===== config.mk =====
export PLATFORM = sky130hd
export DESIGN_NAME = tlt_req_arbiter
export DESIGN_NICKNAME = d
export VERILOG_FILES = /design/src/rtl/tlt_req_arbiter.sv
export SDC_FILE = /design/constraint.sdc
export NUM_CORES = 1
export LEC_CHECK = 0
export ABC_AREA = 1
export CORE_MARGIN = 2
export CORE_UTILIZATION = 40
export DETAILED_ROUTE_END_ITERATION = 6
export PLACE_DENSITY = 0.88
export REMOVE_ABC_BUFFERS = 1
export SLEW_MARGIN = 5
export SYNTH_ARGS = -nofsm -noshare
export SYNTH_HDL_FRONTEND = slang
export SYNTH_SLANG_ARGS = --single-unit

===== constraint.sdc =====
create_clock -name clock -period 3.1 [get_ports clock]
set_clock_uncertainty 0.1 [all_clocks]
set_input_delay 0.62 -clock clock [delete_from_list [all_inputs] [get_ports clock]]
set_output_delay 0.62 -clock clock [all_outputs]
set_load 0.01 [all_outputs]

===== src/rtl/tlt_req_arbiter.sv =====
// tlt_req_arbiter: round-robin arbiter merging NUM_REQ requesters onto one
// tagged downstream channel, allocating IDs and routing responses back.
// Ports: clock/reset (async active-low); in_valid/in_ready/in_addr/in_data/
// in_is_write/in_done per requester; rsp_valid/rsp_data routed response;
// tlt_req_* registered downstream request; tlt_resp_* downstream response;
// done aggregate completion; err sticky protocol error.
// Optional: define TLT_ARB_WATCHDOG_EN for per-ID 16-bit age watchdog.
module tlt_req_arbiter #(
    parameter int ADDR_BITS    = 32,
    parameter int DATA_BITS    = 32,
    parameter int ID_BITS      = 4,
    parameter int MAX_INFLIGHT = 8,
    parameter int NUM_REQ      = 2
) (
    input  logic                          clock,
    input  logic                          reset,
    input  logic [NUM_REQ-1:0]            in_valid,
    output logic [NUM_REQ-1:0]            in_ready,
    input  logic [NUM_REQ*ADDR_BITS-1:0]  in_addr,
    input  logic [NUM_REQ*DATA_BITS-1:0]  in_data,
    input  logic [NUM_REQ-1:0]            in_is_write,
    input  logic [NUM_REQ-1:0]            in_done,
    output logic [NUM_REQ-1:0]            rsp_valid,
    output logic [DATA_BITS-1:0]          rsp_data,
    output logic                          tlt_req_valid,
    input  logic                          tlt_req_ready,
    output logic [ADDR_BITS-1:0]          tlt_req_bits_addr,
    output logic [DATA_BITS-1:0]          tlt_req_bits_data,
    output logic [ID_BITS-1:0]            tlt_req_bits_id,
    output logic                          tlt_req_bits_is_write,
    input  logic                          tlt_resp_valid,
    input  logic [DATA_BITS-1:0]          tlt_resp_bits_data,
    input  logic [ID_BITS-1:0]            tlt_resp_bits_id,
    output logic                          done,
    output logic                          err
);

    localparam int IDX_W = $clog2(NUM_REQ);

    logic                    req_valid_q, req_valid_d;
    logic [ADDR_BITS-1:0]    req_addr_q, req_addr_d;
    logic [DATA_BITS-1:0]    req_data_q, req_data_d;
    logic [ID_BITS-1:0]      req_id_q, req_id_d;
    logic                    req_wr_q, req_wr_d;
    logic [IDX_W-1:0]        ptr_q, ptr_d;
    logic [MAX_INFLIGHT-1:0] busy_q, busy_d;
    logic [IDX_W-1:0]        owner_q [MAX_INFLIGHT];
    logic [NUM_REQ-1:0]      rsp_valid_q, rsp_valid_d;
    logic [DATA_BITS-1:0]    rsp_data_q, rsp_data_d;
    logic                    err_q, err_d;
    logic                    done_q, done_d;

    logic                    win_found;
    logic [IDX_W-1:0]        win_idx;
    logic [IDX_W-1:0]        cand;
    logic                    free_found;
    logic [ID_BITS-1:0]      alloc_id;
    logic [MAX_INFLIGHT-1:0] alloc_oh;
    logic                    resp_hit;
    logic [MAX_INFLIGHT-1:0] resp_oh;
    logic [IDX_W-1:0]        resp_owner;
    logic                    can_load;
    logic                    grant;
    logic [ADDR_BITS-1:0]    sel_addr;
    logic [DATA_BITS-1:0]    sel_data;
    logic                    sel_wr;
    logic                    wd_hit;

    // Round-robin search starting at the pointer, wrapping modulo NUM_REQ.
    always_comb begin
        win_found = 1'b0;
        win_idx   = '0;
        cand      = '0;
        for (int k = 0; k < NUM_REQ; k++) begin
            cand = IDX_W'((int'(ptr_q) + k) % NUM_REQ);
            if (!win_found && in_valid[cand]) begin
                win_found = 1'b1;
                win_idx   = cand;
            end
        end
    end

    always_comb begin
        sel_addr = '0;
        sel_data = '0;
        sel_wr   = 1'b0;
        for (int i = 0; i < NUM_REQ; i++) begin
            if (win_idx == IDX_W'(i)) begin
                sel_addr = in_addr[i*ADDR_BITS +: ADDR_BITS];
                sel_data = in_data[i*DATA_BITS +: DATA_BITS];
                sel_wr   = in_is_write[i];
            end
        end
    end

    // Lowest free ID, taken from the pre-response table so an ID freed
    // this cycle only becomes allocatable next cycle.
    always_comb begin
        free_found = 1'b0;
        alloc_id   = '0;
        alloc_oh   = '0;
        for (int i = 0; i < MAX_INFLIGHT; i++) begin
            if (!free_found && !busy_q[i]) begin
                free_found  = 1'b1;
                alloc_id    = ID_BITS'(i);
                alloc_oh[i] = 1'b1;
            end
        end
    end

    // Out-of-range IDs never match any table entry and so count as errors.
    always_comb begin
        resp_hit   = 1'b0;
        resp_oh    = '0;
        resp_owner = '0;
        for (int i = 0; i < MAX_INFLIGHT; i++) begin
            if (tlt_resp_valid && busy_q[i] &&
                tlt_resp_bits_id == ID_BITS'(i)) begin
                resp_hit   = 1'b1;
                resp_oh[i] = 1'b1;
                resp_owner = owner_q[i];
            end
        end
    end

    assign can_load = !req_valid_q || tlt_req_ready;
    assign grant    = reset && can_load && free_found && win_found;

    always_comb begin
        in_ready = '0;
        for (int i = 0; i < NUM_REQ; i++) begin
            in_ready[i] = grant && (win_idx == IDX_W'(i));
        end
    end

    always_comb begin
        req_valid_d = req_valid_q;
        req_addr_d  = req_addr_q;
        req_data_d  = req_data_q;
        req_id_d    = req_id_q;
        req_wr_d    = req_wr_q;
        ptr_d       = ptr_q;
        if (grant) begin
            req_valid_d = 1'b1;
            req_addr_d  = sel_addr;
            req_data_d  = sel_data;
            req_id_d    = alloc_id;
            req_wr_d    = sel_wr;
            if (win_idx == IDX_W'(NUM_REQ - 1)) begin
                ptr_d = '0;
            end else begin
                ptr_d = win_idx + 1'b1;
            end
        end else if (tlt_req_ready) begin
            req_valid_d = 1'b0;
        end
    end

    always_comb begin
        busy_d = busy_q & ~resp_oh;
        if (grant) begin
            busy_d = busy_d | alloc_oh;
        end
        rsp_valid_d = '0;
        for (int i = 0; i < NUM_REQ; i++) begin
            rsp_valid_d[i] = resp_hit && (resp_owner == IDX_W'(i));
        end
        rsp_data_d = resp_hit ? tlt_resp_bits_data : rsp_data_q;
        err_d  = err_q || (tlt_resp_valid && !resp_hit) || wd_hit;
        done_d = (&in_done) && (busy_d == '0) && !req_valid_d;
    end

    always_ff @(posedge clock or negedge reset) begin
        if (!reset) begin
            req_valid_q <= 1'b0;
            req_addr_q  <= '0;
            req_data_q  <= '0;
            req_id_q    <= '0;
            req_wr_q    <= 1'b0;
            ptr_q       <= '0;
            busy_q      <= '0;
            rsp_valid_q <= '0;
            rsp_data_q  <= '0;
            err_q       <= 1'b0;
            done_q      <= 1'b0;
            for (int i = 0; i < MAX_INFLIGHT; i++) begin
                owner_q[i] <= '0;
            end
        end else begin
            req_valid_q <= req_valid_d;
            req_addr_q  <= req_addr_d;
            req_data_q  <= req_data_d;
            req_id_q    <= req_id_d;
            req_wr_q    <= req_wr_d;
            ptr_q       <= ptr_d;
            busy_q      <= busy_d;
            rsp_valid_q <= rsp_valid_d;
            rsp_data_q  <= rsp_data_d;
            err_q       <= err_d;
            done_q      <= done_d;
            for (int i = 0; i < MAX_INFLIGHT; i++) begin
                if (grant && alloc_oh[i]) begin
                    owner_q[i] <= win_idx;
                end
            end
        end
    end

`ifdef TLT_ARB_WATCHDOG_EN
    logic [15:0] age_q [MAX_INFLIGHT];

    always_comb begin
        wd_hit = 1'b0;
        for (int i = 0; i < MAX_INFLIGHT; i++) begin
            if (busy_q[i] && age_q[i] == 16'hFFFF) begin
                wd_hit = 1'b1;
            end
        end
    end

    // Age restarts on allocation and saturates at all-ones.
    always_ff @(posedge clock or negedge reset) begin
        if (!reset) begin
            for (int i = 0; i < MAX_INFLIGHT; i++) begin
                age_q[i] <= '0;
            end
        end else begin
            for (int i = 0; i < MAX_INFLIGHT; i++) begin
                if (grant && alloc_oh[i]) begin
                    age_q[i] <= '0;
                end else if (!busy_q[i]) begin
                    age_q[i] <= '0;
                end else if (age_q[i] != 16'hFFFF) begin
                    age_q[i] <= age_q[i] + 16'd1;
                end
            end
        end
    end
`else
    assign wd_hit = 1'b0;
`endif

    assign tlt_req_valid         = req_valid_q;
    assign tlt_req_bits_addr     = req_addr_q;
    assign tlt_req_bits_data     = req_data_q;
    assign tlt_req_bits_id       = req_id_q;
    assign tlt_req_bits_is_write = req_wr_q;
    assign rsp_valid             = rsp_valid_q;
    assign rsp_data              = rsp_data_q;
    assign err                   = err_q;
    assign done                  = done_q;

endmodule


# Word level (Yosys, flattened, before mapping)
# Cells that the tools add are included.
[word_totals]
register_bits = 123
in_bits = 174
elab_cells = 159
[op_classes]
addsub = 2
order_cmp = 2
n_eq_ne = 7
n_mux = 60
n_bitwise = 5
reduce_logical = 64
[ops]
columns = ["op", "n"]
rows = [
  ["$mux 32", 2],
  ["$mux 1", 51],
  ["$logic_and 1x1->1", 42],
  ["$mux 4", 6],
  ["$logic_not 1->1", 17],
  ["$eq 4x3->1 const B", 4],
  ["$and 8x8->8", 1],
  ["$eq 4x2->1 const B", 2],
  ["$logic_not 8->1", 1],
  ["$mux 8", 1],
  ["$not 8->8", 1],
  ["$or 8x8->8", 1],
  ["$eq 4x1->1 const B", 1],
  ["$logic_not 4->1", 1],
  ["$lt 1x2->1 const B", 2],
  ["$add 1x1->1 const B", 2],
  ["$logic_or 1x1->1", 2],
  ["$not 1->1", 2],
  ["$reduce_and 2->1", 1],
]

# Depth between registers and ports, before layout
# Gate-level depths: netlist of the first run.
[logic_depth]
ltp_word = 27
mapped_depth = 11

# Worst setup path after synthesis of the first run
# Ideal clock, no wire load.
[synth_timing]
path_type = "in2out"
startpoint = "input tlt_req_ready"
endpoint = "output in_ready[1]"
arrival_time_ps = 1541
required_time_ps = 2380
setup_slack_ps = 839
stages = 8
path_cell_list = "inv_1 nand2_1 nand2_1 nor2_4 nand2_2 buf_6 nor2_1 buf_2"
[synth_via]
elab_chain_cells = 5
[synth_lines]
columns = ["element", "line", "source"]
rows = [
  ["start: declaration", "26", "input logic tlt_req_ready,"],
  ["$logic_or 1x1->1", "126", "assign can_load = !req_valid_q || tlt_req_ready;"],
  ["$logic_and 1x1->1 (3 in series)", "127", "assign grant = reset && can_load && free_found && win_found;"],
  ["$logic_and 1x1->1", "132", "in_ready[i] = grant && (win_idx == IDX_W'(i));"],
  ["end: declaration", "18", "output logic [NUM_REQ-1:0] in_ready,"],
]
# No other way between the ends.

# Worst setup path after layout of the first run
[layout_timing]
startpoint = "input tlt_req_ready"
endpoint = "output in_ready[0]"
# Same word-level chain as after synthesis.

==> results of run 1 <==
metal layers:
metal / GRT usage (%) / vias to the layer above / wire length [µm] / share of wire, %
met3: 8.03 / 35 / 1400 / 8.1
met2: 41.6 / 267 / 8610 / 50
met5: 0 / - / 0 / 0
li1: - / 2648 / - / -
met4: 9.78 / 0 / 469 / 2.7
met1: 27.5 / 2585 / 6670 / 39
Yosys cell counts:
| library cell | count |
|---|---|
| nand2_2 | 1 |
| nand4_2 | 1 |
| nand3b_1 | 1 |
| nor3_1 | 1 |
| a22oi_1 | 1 |
| buf_4 | 1 |
| nor2_4 | 2 |
| buf_2 | 17 |
| o22ai_1 | 1 |
| nand2_1 | 307 |
| nand4_1 | 6 |
| nor3b_1 | 1 |
| clkbuf_1 | 9 |
| nor4_4 | 1 |
| buf_6 | 5 |
| inv_1 | 19 |
| nand4_4 | 1 |
| a21oi_1 | 3 |
| or2_2 | 1 |
| dfrtp_1 | 122 |
| nor2_1 | 22 |
| nor4_1 | 1 |
| conb_1 | 1 |
| nor4_2 | 1 |
| nand3_1 | 111 |
| o21ai_0 | 13 |
| a31oi_1 | 1 |
stage by stage:
stage	TNS, ns	total power [mW]
6_report	0	6.37
5_1_grt	0	6.74
4_1_cts	0	6.42
3_5_place_dp	0	4.58
3_3_place_gp	0	4.51
2_1_floorplan	-100.37	3.26
kinds of logic (layout without fill, tap and decap cells):
| family | after synthesis | after routing |
|---|---|---|
| flops | 122 | 122 |
| other cells | 1 | 1 |
| compound gates | 19 | 19 |
| buf+inv | 51 | 343 |
| simple gates | 458 | 458 |
worst max-delay path: cells and delay by family:
family / cells / cell delay [ns]
buffers and inverters: 3 / 1.07
and+or+nand+nor: 4 / 0.34
AOI/OAI and AO/OA: 1 / 0.21
power breakdown:
part           switching [mW]  total, mW  internal [mW]
combinational           0.983       2.16           1.18
sequential              0.324       2.41           2.08
clock                   0.670       1.81           1.14
state kept, by name, indices dropped and copies added, names as in the netlist, 2 cells and up:
| signal | cells |
|---|---|
| tlt_req_bits_addr | 32 |
| busy_q | 8 |
| owner_q | 8 |
| tlt_req_bits_id | 3 |
| rsp_data | 32 |
| tlt_req_bits_data | 32 |
| rsp_valid | 2 |
area by class of cell:
| type | instances | area (µm²) | area share (%) |
|---|---|---|---|
| Inverter | 19 | 71.3 | 0.805 |
| Clock buffer | 24 | 472 | 5.32 |
| Clock inverter | 8 | 70.1 | 0.791 |
| Sequential cell | 122 | 3050 | 34.5 |
| Tap cell | 176 | 220 | 2.49 |
| Timing Repair Buffer | 292 | 2890 | 32.6 |
| Multi-Input combinational cell | 478 | 2080 | 23.5 |
worst paths after layout:
kind                                         to  slack, ns           from  depth (start not counted)
max in group asynchronous          rsp_valid[1]       1.29          reset                          3
min in group clock                          err       0.37            err                          2
hold reg to reg                             err       0.37            err                          2
hold / removal                              err       0.26          reset                          2
setup / recovery                    in_ready[0]       0.13  tlt_req_ready                          8
setup reg to reg           tlt_req_bits_addr[6]       0.87      busy_q[0]                          8
==> results.md, run 1 <==
* Worst Hold Class: input pin to asynchronous set/reset pin
* Synth Register Bits at roughly 120
* DRC errors left at 0
* Wirelength per Cell at approximately 15 µm
* Seq/Total Area, Yosys at 56.9%
* Top cells by area, synth: dfrtp_1, nand2_1, nand3_1
* Nets at roughly 1100
* Post-Layout Inst Area at between 0.008 and 0.009 mm²
* Final setup fails at 0
* Port Buf Inserts at between 200 and 300
* Status: complete, no violations
* Clk buf depth at 2
* Post-synthesis mux area share at 0%
* Die area at about 0.014 mm²
* Die X at about 120 µm
* Post-synth top area cell: dfrtp_1
* Synth Warn # at 0
* Max-cap violations at 0
* Final wirelength at 17100 µm
* Layout area overhead at 65.0%
* # IOs at 282
* GRT Util Overall at 24.1%
* Final worst-path cycle share at ~96%
* Post-route setup slack at roughly 0.13 ns
* Vias/cell at between 4 and 5
* Remaining global-route overflow at 0
* Worst Hold Slack at about 0.26 ns
* Achievable Freq at approximately 0.34 GHz
* Placed Instances at around 1100
* Most frequent cells in the layout: nand2_1, clkdlybuf4s50_1, dfrtp_1, nand3_1, nor2_1
* RSZ-0062 raised after global routing: false
* DRT Pass-1 Iters at 4
* Core Area at ~0.013 mm²
* Final hold vios at 0
* Htree depth at 4
* Cell Chain, Critical Path: clkdlybuf4s50_1 -> inv_1 -> nand2_1 -> nand2_1 -> nor2_4 -> nand2_2 -> a21oi_4 -> clkdlybuf4s50_1
* Clk_lat worst skew at a little over 0.4 ns
* Leak at ~4.1 nW
* Worst Tran Pin Value at around 0.86 ns
* Routability cong. at 0.870
* CP peak stage delay at 0.58 ns
* Worst EP arrival at approximately 2.3 ns
* Vias in the first global route at 5404
* Slew HR at 42.7%
* Crit path time final at slightly below 3 ns
* Non-filler cells in the finished layout at roughly 1100
* Syn Area/Cell at 8.25 µm²
* Critical Path Slowest Stage Cell: clkdlybuf4s50_1
* Layout fillers at 1024
* Post-cts sizing count at 0
* Largest net degree at the start of global routing at a little under 70
* Layout cells sized above 1 at between 5 and 6%
* Synth Area in Adders at 0%
* Slew Limit Fails at 0
* Core Util, Final at about two thirds
* Peak VDD IR at 369 µV
* Simple-gate portion of the synthesized area at a little over a third
* Initial Utilization at about two fifths
* Crit start category: input pin
* DP Area at slightly above 0.008 mm²
* TritonCTS clock tree: built
* Pre-CTS setup slack at 0.103 ns
* Worst Path Max Fanout at 4
* Clock Pin Slew Worst Setup and Hold Paths at around 0.050 ns
* Initial DRC count at about 360
* HPWL Detailed at roughly 12000 µm
* Crit. End Element: primary output
* Main combinational cell family by area after synthesis: simple AND/OR/NAND/NOR gates
* Post-synthesis compound-gate area fraction at about 1.9%
* Synthesized area at approximately 0.0054 mm²
* Total CTS buffers at 17
* Cells after Synth at roughly 650
* # clock sinks at around 120
* Remaining antenna violation count after routing at 0
* Most common cell after layout, fill and taps aside: nand2_1
* CTS hold repair buffers at 0
* Clock root buffer: clkbuf_16
* Post-synth top area share at a little under three fifths
* Critical Path RT at ~2.4 ns
* Distinct cells, synth at 27
* Row cnt at 42
* N_diodes at 0
* Initial antenna violation count at 0
* Crit Path Class: input pin to primary output
* First-pass GRT wire length at about 27000 µm
* Vias at approximately 5500
* Die Ht at between 100 and 150 µm
* Synth Area in XOR/XNOR at 0%
* Power Dens Cells at a little over 700 mW/mm²
* Post-CTS Setup Inserts at 0
Power figures use the tool's default switching activity.
==> run 2: changes to the inputs <==
MAX_ROUTING_LAYER = met4   (was not set)
==> results.md, run 2 (synthesized netlist as in run 1, its figures left out) <==
* Die X at around 120 µm
* Leak at slightly above 4 nW
* Routability cong. at just under 0.9
* Status: complete, no violations
* Layout area overhead at 65.0%
* GR Util met3 at 6.46%
* Crit Path Class: input pin to primary output
* FF-to-FF Start: busy_q[0]
* Worst Tran Pin Value at around 0.87 ns
* Clk buf depth at 2
* # IOs at between 200 and 300
* Max-cap violations at 0
* Worst Path Max Fanout at 4
* Worst Hold Class: input pin to asynchronous set/reset pin
* Die area at about 0.014 mm²
* Clock root buffer: clkbuf_16
* Slew Limit Fails at 0
* Most frequent cells in the layout: nand2_1, clkdlybuf4s50_1, dfrtp_1, nand3_1, nor2_1
* Achievable Freq at approximately 0.34 GHz
* Worst R2R Setup Slack at roughly 0.86 ns
* N_diodes at 0
* Top cell family by delay on the critical path: buffers and inverters
* Layout cells sized above 1 at approximately 5.4%
* Final hold vios at 0
* Final setup fails at 0
* Initial antenna violation count at 0
* Core Area at approximately 0.013 mm²
* Crit path time final at roughly 3.0 ns
* GRT Util Overall at 24.8%
* Layout fillers at 1024
* # clock sinks at ~120
* Slew HR at approximately two fifths
* Met1 Use GR at around 29%
* Vias/cell at just under 5
* Multi-input logic area at around 0.0021 mm²
* Initial DRC count at 336
* Remaining global-route overflow at 0
* Power Dens Cells at between 700 and 800 mW/mm²
* Critical Path RT at about 2.4 ns
* Nets at between 1000 and 1500
* Die Ht at ~120 µm
* Clk_lat worst skew at around 0.4 ns
* Post-CTS Setup Inserts at 0
* Largest net degree at the start of global routing at a little under 70
* Worst EP arrival at 2.25 ns
* Crit. End Element: primary output
* FF/Latch Area at a little over 0.003 mm²
* Cell Chain, Critical Path: clkdlybuf4s50_1 -> inv_1 -> nand2_1 -> nand2_1 -> nor2_4 -> nand2_2 -> a21oi_4 -> clkdlybuf4s50_1
* First-pass GRT wire length at 26700 µm
* RR Endpoint: tlt_req_bits_addr[6]
* Port Buf Inserts at 280
* Post-layout total power at roughly 6.4 mW
* Wirelength per Cell at around 15 µm
* Total CTS buffers at 17
* Remaining antenna violation count after routing at 0
* Core Util, Final at around 67%
* HPWL Detailed at 12500 µm
* RSZ-0062 raised after global routing: false
* CP peak stage delay at 0.58 ns
* Crit start category: input pin
* Worst path bufs/invs at 3
* Peak VDD IR at between 300 and 400 µV
* Initial Utilization at 40.7%
* DRC errors left at 0
* Most common cell after layout, fill and taps aside: nand2_1
* GRT busiest layer: met2
* Htree depth at 4
* Final worst-path cycle share at 95.9%
* CTS hold repair buffers at 0
* Vias in the first global route at around 5400
* Met2 GRT Util at about two fifths
* Levels on crit path at 8
* TritonCTS clock tree: built
* DRT Pass-1 Iters at 4
* Final wirelength at between 15000 and 20000 µm
* Post-cts sizing count at 0
* Vias at 5510
* Worst Reg-to-Reg Cells at 8
* Critical Path Slowest Stage Cell: clkdlybuf4s50_1
* Clock Pin Slew Worst Setup and Hold Paths at ~0.050 ns
* Row cnt at 42
run 2: cell type report:
| cell class | count | share of cell area, % |
|---|---|---|
| sequential | 122 | 34.5 |
| timing repair buffer | 292 | 32.6 |
| multi-input combinational | 478 | 23.5 |
| clock buffer | 24 | 5.32 |
| tap | 176 | 2.49 |
| inverter | 19 | 0.805 |
| clock inverter | 8 | 0.791 |
run 2: worst max path at each step:
stage	from	to	slack, ns
final	tlt_req_ready	in_ready[0]	0.13
after global routing	tlt_req_ready	in_ready[0]	0.05
after CTS	tlt_req_ready	in_ready[0]	0.1
after detailed placement	tlt_req_ready	in_ready[0]	0.10
after global placement	tlt_req_ready	in_ready[0]	0.1
after floorplan	tlt_req_ready	in_ready[0]	-1.72
run 2: metrics by stage:
stage | instance area, µm² | TNS [ns] | std cells | hold slack (ns) | setup WS (ns)
floorplan | 5180 | -100.37 | 619 | 0.224 | -1.72
global placement | 8320 | 0 | 1087 | 0.355 | 0.0958
detailed placement | 8320 | 0 | 1087 | 0.365 | 0.103
CTS | 8860 | 0 | 1119 | 0.283 | 0.0956
global route | 8860 | 0 | 1119 | 0.308 | 0.0546
finish | 8860 | 0 | 1119 | 0.263 | 0.128
run 2: worst reg2reg max path, cell delays in order, from the launching register on:
cell and delay (ns):
dfrtp_1 0.43, nand4_2 0.18, nor2_4 0.07, nand4_4 0.10, nand2_2 0.13, a21oi_4 0.21
buf_4 0.58, nand2_1 0.23, nand3_1 0.13
run 2: where the power goes:
group | internal, mW | total (mW) | switching (mW)
combinational | 1.18 | 2.16 | 0.981
clock | 1.14 | 1.80 | 0.669
sequential | 2.08 | 2.41 | 0.324
total | 4.39 | 6.37 | 1.97
run 2: per-layer routing:
layer,up-vias,part of all wire (%)
met1,2566,40
met2,254,51
met5,-,0
li1,2653,-
met4,0,2.7
met3,37,6.3
==> run 3: changes to the inputs <==
CAP_MARGIN = 20   (was not set)
==> results of run 3 <==
Final layout, timing and power as in run 2 (identical DEF).
